<file path="src/rtl/mem_access_stage.sv">
// MEM-stage data-memory access unit: turns load/store controls into a req/ack bus transaction
// and stalls the pipeline until it completes. Optional MISALIGN_TRAP_EN traps misaligned ops.
module mem_access_stage #(
  parameter int unsigned TIMEOUT_CYCLES = 16,
  parameter int unsigned ADDR_W         = 32
) (
  input  logic              clkIn,
  input  logic              resetn,
  input  logic              memValid,
  input  logic              memRead,
  input  logic              memWrite,
  input  logic [2:0]        funct3,
  input  logic [ADDR_W-1:0] addrIn,
  input  logic [31:0]       storeDataIn,
  output logic              busReq,
  output logic              busWe,
  output logic [ADDR_W-1:0] busAddr,
  output logic [31:0]       busWdata,
  output logic [3:0]        busBe,
  input  logic [31:0]       busRdata,
  input  logic              busAck,
  output logic [31:0]       loadDataOut,
  output logic              stallOut,
  output logic              busErrOut,
  output logic              misalignOut
);

  localparam int unsigned CntW = (TIMEOUT_CYCLES > 2) ? $clog2(TIMEOUT_CYCLES) : 1;
  localparam logic [CntW-1:0] CntMax = CntW'(TIMEOUT_CYCLES - 1);

  typedef enum logic [1:0] {StIdle, StReq, StDone} state_e;

  state_e            state_q;
  logic [CntW-1:0]   cnt_q;
  logic              req_q;
  logic              we_q;
  logic [ADDR_W-1:0] addr_q;
  logic [31:0]       wdata_q;
  logic [3:0]        be_q;
  logic              ld_q;
  logic [2:0]        f3_q;
  logic [1:0]        off_q;
  logic [31:0]       load_data_q;
  logic              bus_err_q;

  logic              mem_op;
  logic [1:0]        off;
  logic [1:0]        off_eff;
  logic [3:0]        be_d;
  logic [31:0]       wdata_d;
  logic              we_d;
  logic [31:0]       shifted;
  logic [31:0]       ext_data;

  assign mem_op = memValid & (memRead | memWrite);
  assign off    = addrIn[1:0];

  // Request decode; misaligned half/word offsets are forced down to natural alignment.
  always_comb begin
    off_eff = off;
    be_d    = 4'b0000;
    wdata_d = storeDataIn;
    we_d    = memWrite;
    case (funct3[1:0])
      2'b00: begin
        be_d    = 4'b0001 << off;
        wdata_d = {4{storeDataIn[7:0]}};
      end
      2'b01: begin
        off_eff = {off[1], 1'b0};
        be_d    = 4'b0011 << off_eff;
        wdata_d = {2{storeDataIn[15:0]}};
      end
      2'b10: begin
        off_eff = 2'b00;
        be_d    = 4'b1111;
      end
      default: begin
        off_eff = 2'b00;
        be_d    = 4'b0000;
        we_d    = 1'b0;
      end
    endcase
  end

  always_comb begin
    shifted  = busRdata >> {off_q, 3'b000};
    ext_data = busRdata;
    case (f3_q[1:0])
      2'b00: ext_data = f3_q[2] ? {24'h0, shifted[7:0]} : {{24{shifted[7]}}, shifted[7:0]};
      2'b01: ext_data = f3_q[2] ? {16'h0, shifted[15:0]} : {{16{shifted[15]}}, shifted[15:0]};
      default: ext_data = busRdata;
    endcase
  end

`ifdef MISALIGN_TRAP_EN
  logic misalign_q;
  logic misaligned;

  assign misaligned = ((funct3[1:0] == 2'b01) & off[0]) |
                      ((funct3[1:0] == 2'b10) & (off != 2'b00));
  assign misalignOut = misalign_q;
`else
  assign misalignOut = 1'b0;
`endif

  always_ff @(posedge clkIn) begin
    if (!resetn) begin
      state_q     <= StIdle;
      cnt_q       <= '0;
      req_q       <= 1'b0;
      we_q        <= 1'b0;
      addr_q      <= '0;
      wdata_q     <= '0;
      be_q        <= 4'b0000;
      ld_q        <= 1'b0;
      f3_q        <= 3'b000;
      off_q       <= 2'b00;
      load_data_q <= '0;
      bus_err_q   <= 1'b0;
`ifdef MISALIGN_TRAP_EN
      misalign_q  <= 1'b0;
`endif
    end else begin
      unique case (state_q)
        StIdle: begin
          if (mem_op) begin
`ifdef MISALIGN_TRAP_EN
            if (misaligned) begin
              state_q     <= StDone;
              misalign_q  <= 1'b1;
              load_data_q <= '0;
              bus_err_q   <= 1'b0;
            end else
`endif
            begin
              state_q <= StReq;
              cnt_q   <= '0;
              req_q   <= 1'b1;
              we_q    <= we_d;
              addr_q  <= {addrIn[ADDR_W-1:2], 2'b00};
              wdata_q <= wdata_d;
              be_q    <= be_d;
              ld_q    <= memRead;
              f3_q    <= funct3;
              off_q   <= off_eff;
            end
          end
        end
        StReq: begin
          cnt_q <= cnt_q + 1'b1;
          // An ack arriving on the expiry cycle still completes the access normally.
          if (busAck) begin
            req_q     <= 1'b0;
            bus_err_q <= 1'b0;
            if (ld_q) begin
              load_data_q <= ext_data;
            end
`ifdef MISALIGN_TRAP_EN
            misalign_q <= 1'b0;
`endif
            state_q <= StDone;
          end else if (cnt_q == CntMax) begin
            req_q       <= 1'b0;
            load_data_q <= '0;
            bus_err_q   <= 1'b1;
`ifdef MISALIGN_TRAP_EN
            misalign_q  <= 1'b0;
`endif
            state_q     <= StDone;
          end
        end
        StDone: state_q <= StIdle;
        default: state_q <= StIdle;
      endcase
    end
  end

  assign stallOut    = ((state_q == StIdle) & mem_op) | (state_q == StReq);
  assign busReq      = req_q;
  assign busWe       = we_q;
  assign busAddr     = addr_q;
  assign busWdata    = wdata_q;
  assign busBe       = be_q;
  assign loadDataOut = load_data_q;
  assign busErrOut   = bus_err_q;

endmodule

</file>
<file path="config.mk">
export PLATFORM = sky130hd
export DESIGN_NAME = mem_access_stage
export DESIGN_NICKNAME = d
export VERILOG_FILES = /design/src/rtl/mem_access_stage.sv
export SDC_FILE = /design/constraint.sdc
export NUM_CORES = 1
export LEC_CHECK = 0
export CAP_MARGIN = 20
export CORE_MARGIN = 2
export CORE_UTILIZATION = 46
export CTS_BUF_LIST = sky130_fd_sc_hd__clkbuf_4 sky130_fd_sc_hd__clkbuf_8 sky130_fd_sc_hd__clkbuf_16
export CTS_CLUSTER_SIZE = 24
export DETAILED_ROUTE_END_ITERATION = 8
export GPL_ROUTABILITY_DRIVEN = 0
export MAX_ROUTING_LAYER = met4
export PLACE_DENSITY_LB_ADDON = 0.08
export SYNTH_ARGS = -nofsm -noshare
export SYNTH_HDL_FRONTEND = slang
export SYNTH_SLANG_ARGS = --single-unit
</file>
<file path="constraint.sdc">
create_clock -name clkIn -period 3.1 [get_ports clkIn]
set_clock_uncertainty 0.15 [all_clocks]
set_input_delay 0.93 -clock clkIn [delete_from_list [all_inputs] [get_ports clkIn]]
set_output_delay 0.93 -clock clkIn [all_outputs]
set_load 0.1 [all_outputs]
</file>
==> results.sh <==
export IMPL_critical_path_required_ns=2.02
export IMPL_wl_per_cell_um=15.3
export IMPL_cp_num_buf_inv=2
export IMPL_pre_cts_ws_ns=0.0913
export IMPL_clock_fmax_ghz=0.333
export IMPL_drc=0
export IMPL_first_global_vias=4725
export IMPL_synth_top_cell_area_share=0.454
export IMPL_n_antenna_cell=0
export IMPL_port_buffers=206
export IMPL_yosys_area_top_type="dfxtp_1"
export IMPL_cp_cell_sequence="clkdlybuf4s50_1 -> o21ai_1 -> a21oi_2 -> buf_12"
export IMPL_die_area_mm2=0.0117
export IMPL_timing_hold_ws_ns=0.308
export IMPL_powerDensity_mw_per_mm2=625
export IMPL_routed_wl_um=14400
export IMPL_cts_root_buf="clkbuf_8"
export IMPL_fill_cells=849
export IMPL_timing_final_ws_setup_ns=0.0953
export IMPL_layout_drive_gt1_share=0.201
export IMPL_num_rows=38
export IMPL_hp_class="flip-flop to flip-flop"
export IMPL_grt_pass1_wl_um=22600
export IMPL_clk_path_buf_depth=2
export IMPL_ys_seq_area_frac=0.454
export IMPL_cts_resized=0
export IMPL_postCtsSetupBuffers=0
export IMPL_status="complete, no violations"
export IMPL_synth_most_common_cell="nand2_1"
export IMPL_fp_dieW_um=108
export IMPL_vias_per_cell=5.23
export IMPL_timing_final_crit_period_ns=3.00
export IMPL_syn_area_mm2=0.00498
export IMPL_timing_final_crit_share=0.969
export IMPL_final_nets=894
export IMPL_cts_inserted_buffers=17
export IMPL_slew_viol_final=0
export IMPL_clk_latency_ns=0.51
export IMPL_critPathKind="input port to primary output"
export IMPL_syn_inst=590
export IMPL_fin_setup_tns_ns=0
export IMPL_num_vias=4922
export IMPL_postSynthAreaPerCell_um2=8.45
export IMPL_antenna_found_initial=0
export IMPL_syn_to_final_growth_pct=52.4
export IMPL_max_cap_viol_count=0
export IMPL_setup_violations=0
export IMPL_dr_pass1_iters=5
export IMPL_path_max_fanout=2
export IMPL_crit_family="buffers and inverters"
export IMPL_synth_edff_count=0
export IMPL_first_iter_violations=191
export IMPL_async_reset_ff_frac=0
export IMPL_grt_overflow_total=0
export IMPL_tritoncts="built"
export IMPL_timing_hold_violations_final=0
export IMPL_final_area_mm2=0.00760
export IMPL_relSlewSlack=0.504
export IMPL_tightest_slew_ns=0.743
export IMPL_cts_hold_repair_buffers=0
export IMPL_rsz0062_at_grt="false"
export IMPL_core_area_mm2=0.0107
export IMPL_cp_slowest_stage_delay_ns=0.48
export IMPL_vdd_drop_max_mv=0.380
export IMPL_crit_path_top_delay_cell="clkdlybuf4s50_1"
export IMPL_start_util=0.466
export IMPL_synth_warning_count=0
export IMPL_end_kind="primary output"
export IMPL_ioPinCount=210
export IMPL_clk_pin_slew_ns=0.05
export IMPL_p_leak_uw=0.00331
export IMPL_synthFlopType="dfxtp_1"
export IMPL_synth_common_cells="nand2_1, dfxtp_1, a21boi_0, o21ai_0, clkbuf_1"
export IMPL_grtUsageTotal=0.253
export IMPL_detailed_place_hpwl_um=10100
export IMPL_place_area_mm2=0.00694
export IMPL_die_h_um=108
export IMPL_synth_seq_cells=113
export IMPL_cts_max_level=4
export IMPL_cts_sinks=113
export IMPL_final_core_util=0.710
export IMPL_cp_start_kind="input port"
export IMPL_final_antenna_net_count=0
export IMPL_yosys_top_cells_area="dfxtp_1, nand2_1, a21boi_0"
export IMPL_critical_path_arrival_ns=1.92
export IMPL_ys_types=46
export IMPL_grt_max_degree=60
tightest hold or removal path: stages (launching register included):
cell     delay, ns
dfxtp_1       0.33
nand2_1       0.05
o21ai_0       0.05
cells in the final DEF (no fill, tap or decap), types with 5 or more instances in the layout:
| cell type | n |
|---|---|
| mux2i_1 | 24 |
| nand2b_1 | 9 |
| dfxtp_1 | 113 |
| a21boi_0 | 58 |
| o211a_1 | 16 |
| clkbuf_8 | 5 |
| nor2_1 | 22 |
| nand2_1 | 154 |
| buf_4 | 117 |
| o21ai_0 | 37 |
| a21oi_1 | 16 |
| a221o_1 | 16 |
| and2_1 | 10 |
| clkbuf_16 | 16 |
| inv_1 | 5 |
| bufinv_16 | 5 |
| nand3_1 | 22 |
| clkdlybuf4s50_1 | 103 |
per-stage QoR:
step	cells	total power [µW]
after floorplan	592	2310
after global placement	909	2630
after detailed placement	909	2640
after CTS	941	4780
after global routing	941	4910
final	941	4750
final cells by class:
cell class,count,area (µm²),share of cell area
Timing Repair Buffer,223,1950,0.257
Multi-Input combinational cell,428,2530,0.333
Clock inverter,10,179,0.0236
Sequential cell,113,2260,0.298
Clock buffer,22,477,0.0628
Inverter,5,18.8,0.00247
Tap cell,140,175,0.0231
where the power goes:
group          internal, µW  switching [µW]  leakage (µW)
clock                  1480             662      0.000328
combinational           313             725       0.00206
sequential             1530            48.4      0.000922
total                  3320            1440       0.00331
routing by layer:
| metal | wire, µm | global-route usage |
|---|---|---|
| met5 | 0 | - |
| met4 | 234 | 0.0833 |
| met3 | 1120 | 0.0741 |
| met2 | 7080 | 0.418 |
| met1 | 5960 | 0.296 |
logic make-up (layout without fill, tap and decap cells):
family / count (synthesis) / count (layout) / synth area share
buf+inv: 51 / 260 / 0.0429
compound gates: 160 / 160 / 0.236
xor+xnor: 1 / 1 / 0.00176
flops: 113 / 113 / 0.454
fa+ha+maj: 1 / 1 / 0.00251
other cells: 1 / 3 / 0.000752
mux: 27 / 27 / 0.0572
simple gates: 236 / 236 / 0.205
sequential cells by signal, summed over array words and instances, names as in the netlist:
register	count
busWe	1
busAddr	30
loadDataOut	32
busErrOut	1
busBe	4
cnt_q	4
f3_q	3
ld_q	1
state_q	2
off_q	2
busWdata	32
busReq	1
final timing paths:
check / startpoint / end / slack (ns) / cells after the start
max: memRead / stallOut / 0.1 / 4
min: loadDataOut[3] / loadDataOut[3] / 0.31 / 2
max reg2reg: off_q[0] / loadDataOut[14] / 0.92 / 4
min reg2reg: loadDataOut[3] / loadDataOut[3] / 0.31 / 2
Note: power is estimated with default switching activity, not from simulation.
==> RTL edit (same settings) <==
Encoding of `state_e`: now one-hot (3 bits for 3 states).
--- a/src/rtl/mem_access_stage.sv
+++ b/src/rtl/mem_access_stage.sv
@@ -28,7 +28,7 @@
   localparam int unsigned CntW = (TIMEOUT_CYCLES > 2) ? $clog2(TIMEOUT_CYCLES) : 1;
   localparam logic [CntW-1:0] CntMax = CntW'(TIMEOUT_CYCLES - 1);
 
-  typedef enum logic [1:0] {StIdle, StReq, StDone} state_e;
+  typedef enum logic [2:0] {StIdle = 3'b001, StReq = 3'b010, StDone = 3'b100} state_e;
 
   state_e            state_q;
   logic [CntW-1:0]   cnt_q;
Check against the original RTL: same outputs for any inputs over 4 cycles, from zero or initial values and one cycle with resetn low; so few cycles prove little.
==> RTL edit against the original RTL <==
Area after synthesis grew 3.5%; wire length increased by 5.5%; sequential cell count grew 1; cell area is 1.6% higher; worst setup slack got worse by 0.037 ns; power down 4.8%; count of clock-buffer cells in the layout grew 3; combinational power about the same; largest cell class unchanged.
==> RTL edit: results (changes against the original RTL) <==
- Status: complete, no violations
- Number of distinct library cells after synthesis: 53 (+15%)
- Worst reg-to-reg setup slack: 1.02 ns (+0.10 ns)
- Worst min-delay path startpoint: busBe[3]$_SDFFE_PN0P_
- Synthesized area divided by synthesized cell count: 8.75 µm² (+3.5%)
- Number of global-route vias before repair: 4899 (+3.7%)
- Largest net degree at the start of global routing: 57 (-5.0%)
- Global-route wire length before repair: 23700 µm (+4.8%)
- First DRT Iteration DRCs: 269 (+41%)
- Commonest cells in the synthesized netlist: nand2_1 (147), dfxtp_1 (114), a21boi_0 (74), clkbuf_1 (38), mux2i_1 (25)
- Total Routing Usage GR: 0.261 (+0.00848)
- Critical register-to-register path startpoint: state_q[2]$_SDFFE_PN0P_
- Total Nets Final: 887 (-0.78%)
- Via-to-Cell Ratio: 5.33 (+2.0%)
- First-pass detailed-route iteration total: 4 (-1)
- Placed insts: 901 (-0.88%)
- Sequential share of the synthesized area: 0.442 (-0.0116)
- Hold Crit Endpoint: busBe[3]$_SDFFE_PN0P_
- Worst Hold Slack: 0.312 ns (+0.00418 ns)
- Detailed Place HPWL: 10800 µm (+7.1%)
- Worst endpoint data arrival time: 1.96 ns (+0.04 ns)
- Detailed Route WL: 15200 µm (+5.5%)
- Slew Limit Headroom: 0.560 (+0.0558)
- Share of layout cells above drive strength 1: 0.208 (+0.00733)
- Final routed wire length divided by cell count: 16.3 µm (+6.5%)
- Placed cell area: 7120 µm² (+2.6%)
- Max VDD drop: 0.662 mV (+74%)
- Dominant register cell in the synthesized netlist: dfxtp_1
- Clock transition at the registers of the reported paths: 0.05 ns (about the same)
- Total inserted antenna cells: 0 (unchanged)
- Number of buffers inserted during clock tree synthesis: 17 (unchanged)
- Worst r2r dst: loadDataOut[3]$_SDFFE_PN0P_
- Most area-consuming cells after synthesis: dfxtp_1 (44%), a21boi_0 (11%), nand2_1 (11%)
- Static leakage: 3.28 nW (-1.1%)
-- RTL edit: cell count changes after synthesis, sizes merged, moves of 8 or more --
| cell | change |
|---|---|
| and2 | -8 |
| nor2 | -12 |
| a221o | -16 |
| o21ai | -17 |
| a21oi | -8 |
| a21boi | +29 |
| a22oi | +21 |
-- RTL edit: worst max path at each step --
stage / slack [ns] / end / start / depth (start not counted)
floorplan: 0.08 / stallOut / memRead / 2
global placement: 0.04 / stallOut / memRead / 4
detailed placement: 0.03 / stallOut / memRead / 4
CTS: 0.02 / stallOut / memRead / 4
global route: 0.03 / stallOut / memValid / 4
finish: 0.06 / stallOut / memValid / 4
-- RTL edit: cell families (layout without fill, tap and decap cells) --
group           Yosys count  after routing  synth area share
simple gates            201            201             0.171
compound gates          190            190             0.278
flops                   114            114             0.442
buf+inv                  56            256            0.0497
mux                      27             27            0.0550
fa+ha+maj                 1              1           0.00242
other cells               1              3          0.000727
-- RTL edit: final cells by class --
| class | instances | area [µm²] |
|---|---|---|
| Fill cell | 890 | 3170 |
| Multi-Input combinational cell | 422 | 2650 |
| Clock inverter | 5 | 75.1 |
| Timing Repair Buffer | 224 | 2020 |
| Clock buffer | 25 | 505 |
| Inverter | 2 | 7.51 |
| Sequential cell | 114 | 2280 |
| Tap cell | 140 | 175 |
-- RTL edit: per-layer routing --
layer | up-vias | routed length (µm) | track usage
li1 | 2461 | - | -
met4 | 0 | 330 | 0.104
met3 | 23 | 1230 | 0.0800
met2 | 177 | 7530 | 0.437
met5 | - | 0 | -
met1 | 2311 | 6080 | 0.291
-- RTL edit: power breakdown --
part	leakage [nW]	internal, mW	switching (mW)
sequential	0.929	1.54	0.0412
combinational	2.06	0.321	0.717
clock	0.294	1.26	0.644
total	3.28	3.12	1.40
-- RTL edit: repair_timing --
action,CTS,global route
buffers inserted,0,1
gates resized for setup,0,3
setup endpoints to repair,0,1
-- RTL edit: tightest hold or removal path, cell delays in order (launching register included) --
cell and delay [ns]:
dfxtp_1 0.30, nand2_1 0.05, a21boi_0 0.06
-- RTL edit: per-stage QoR --
step / power (mW) / setup WS [ns]
after floorplan: 2.31 / 0.0783
after global placement: 2.63 / 0.0429
after detailed placement: 2.64 / 0.0258
after CTS: 4.56 / 0.0229
after global routing: 4.69 / 0.0288
final: 4.52 / 0.0587
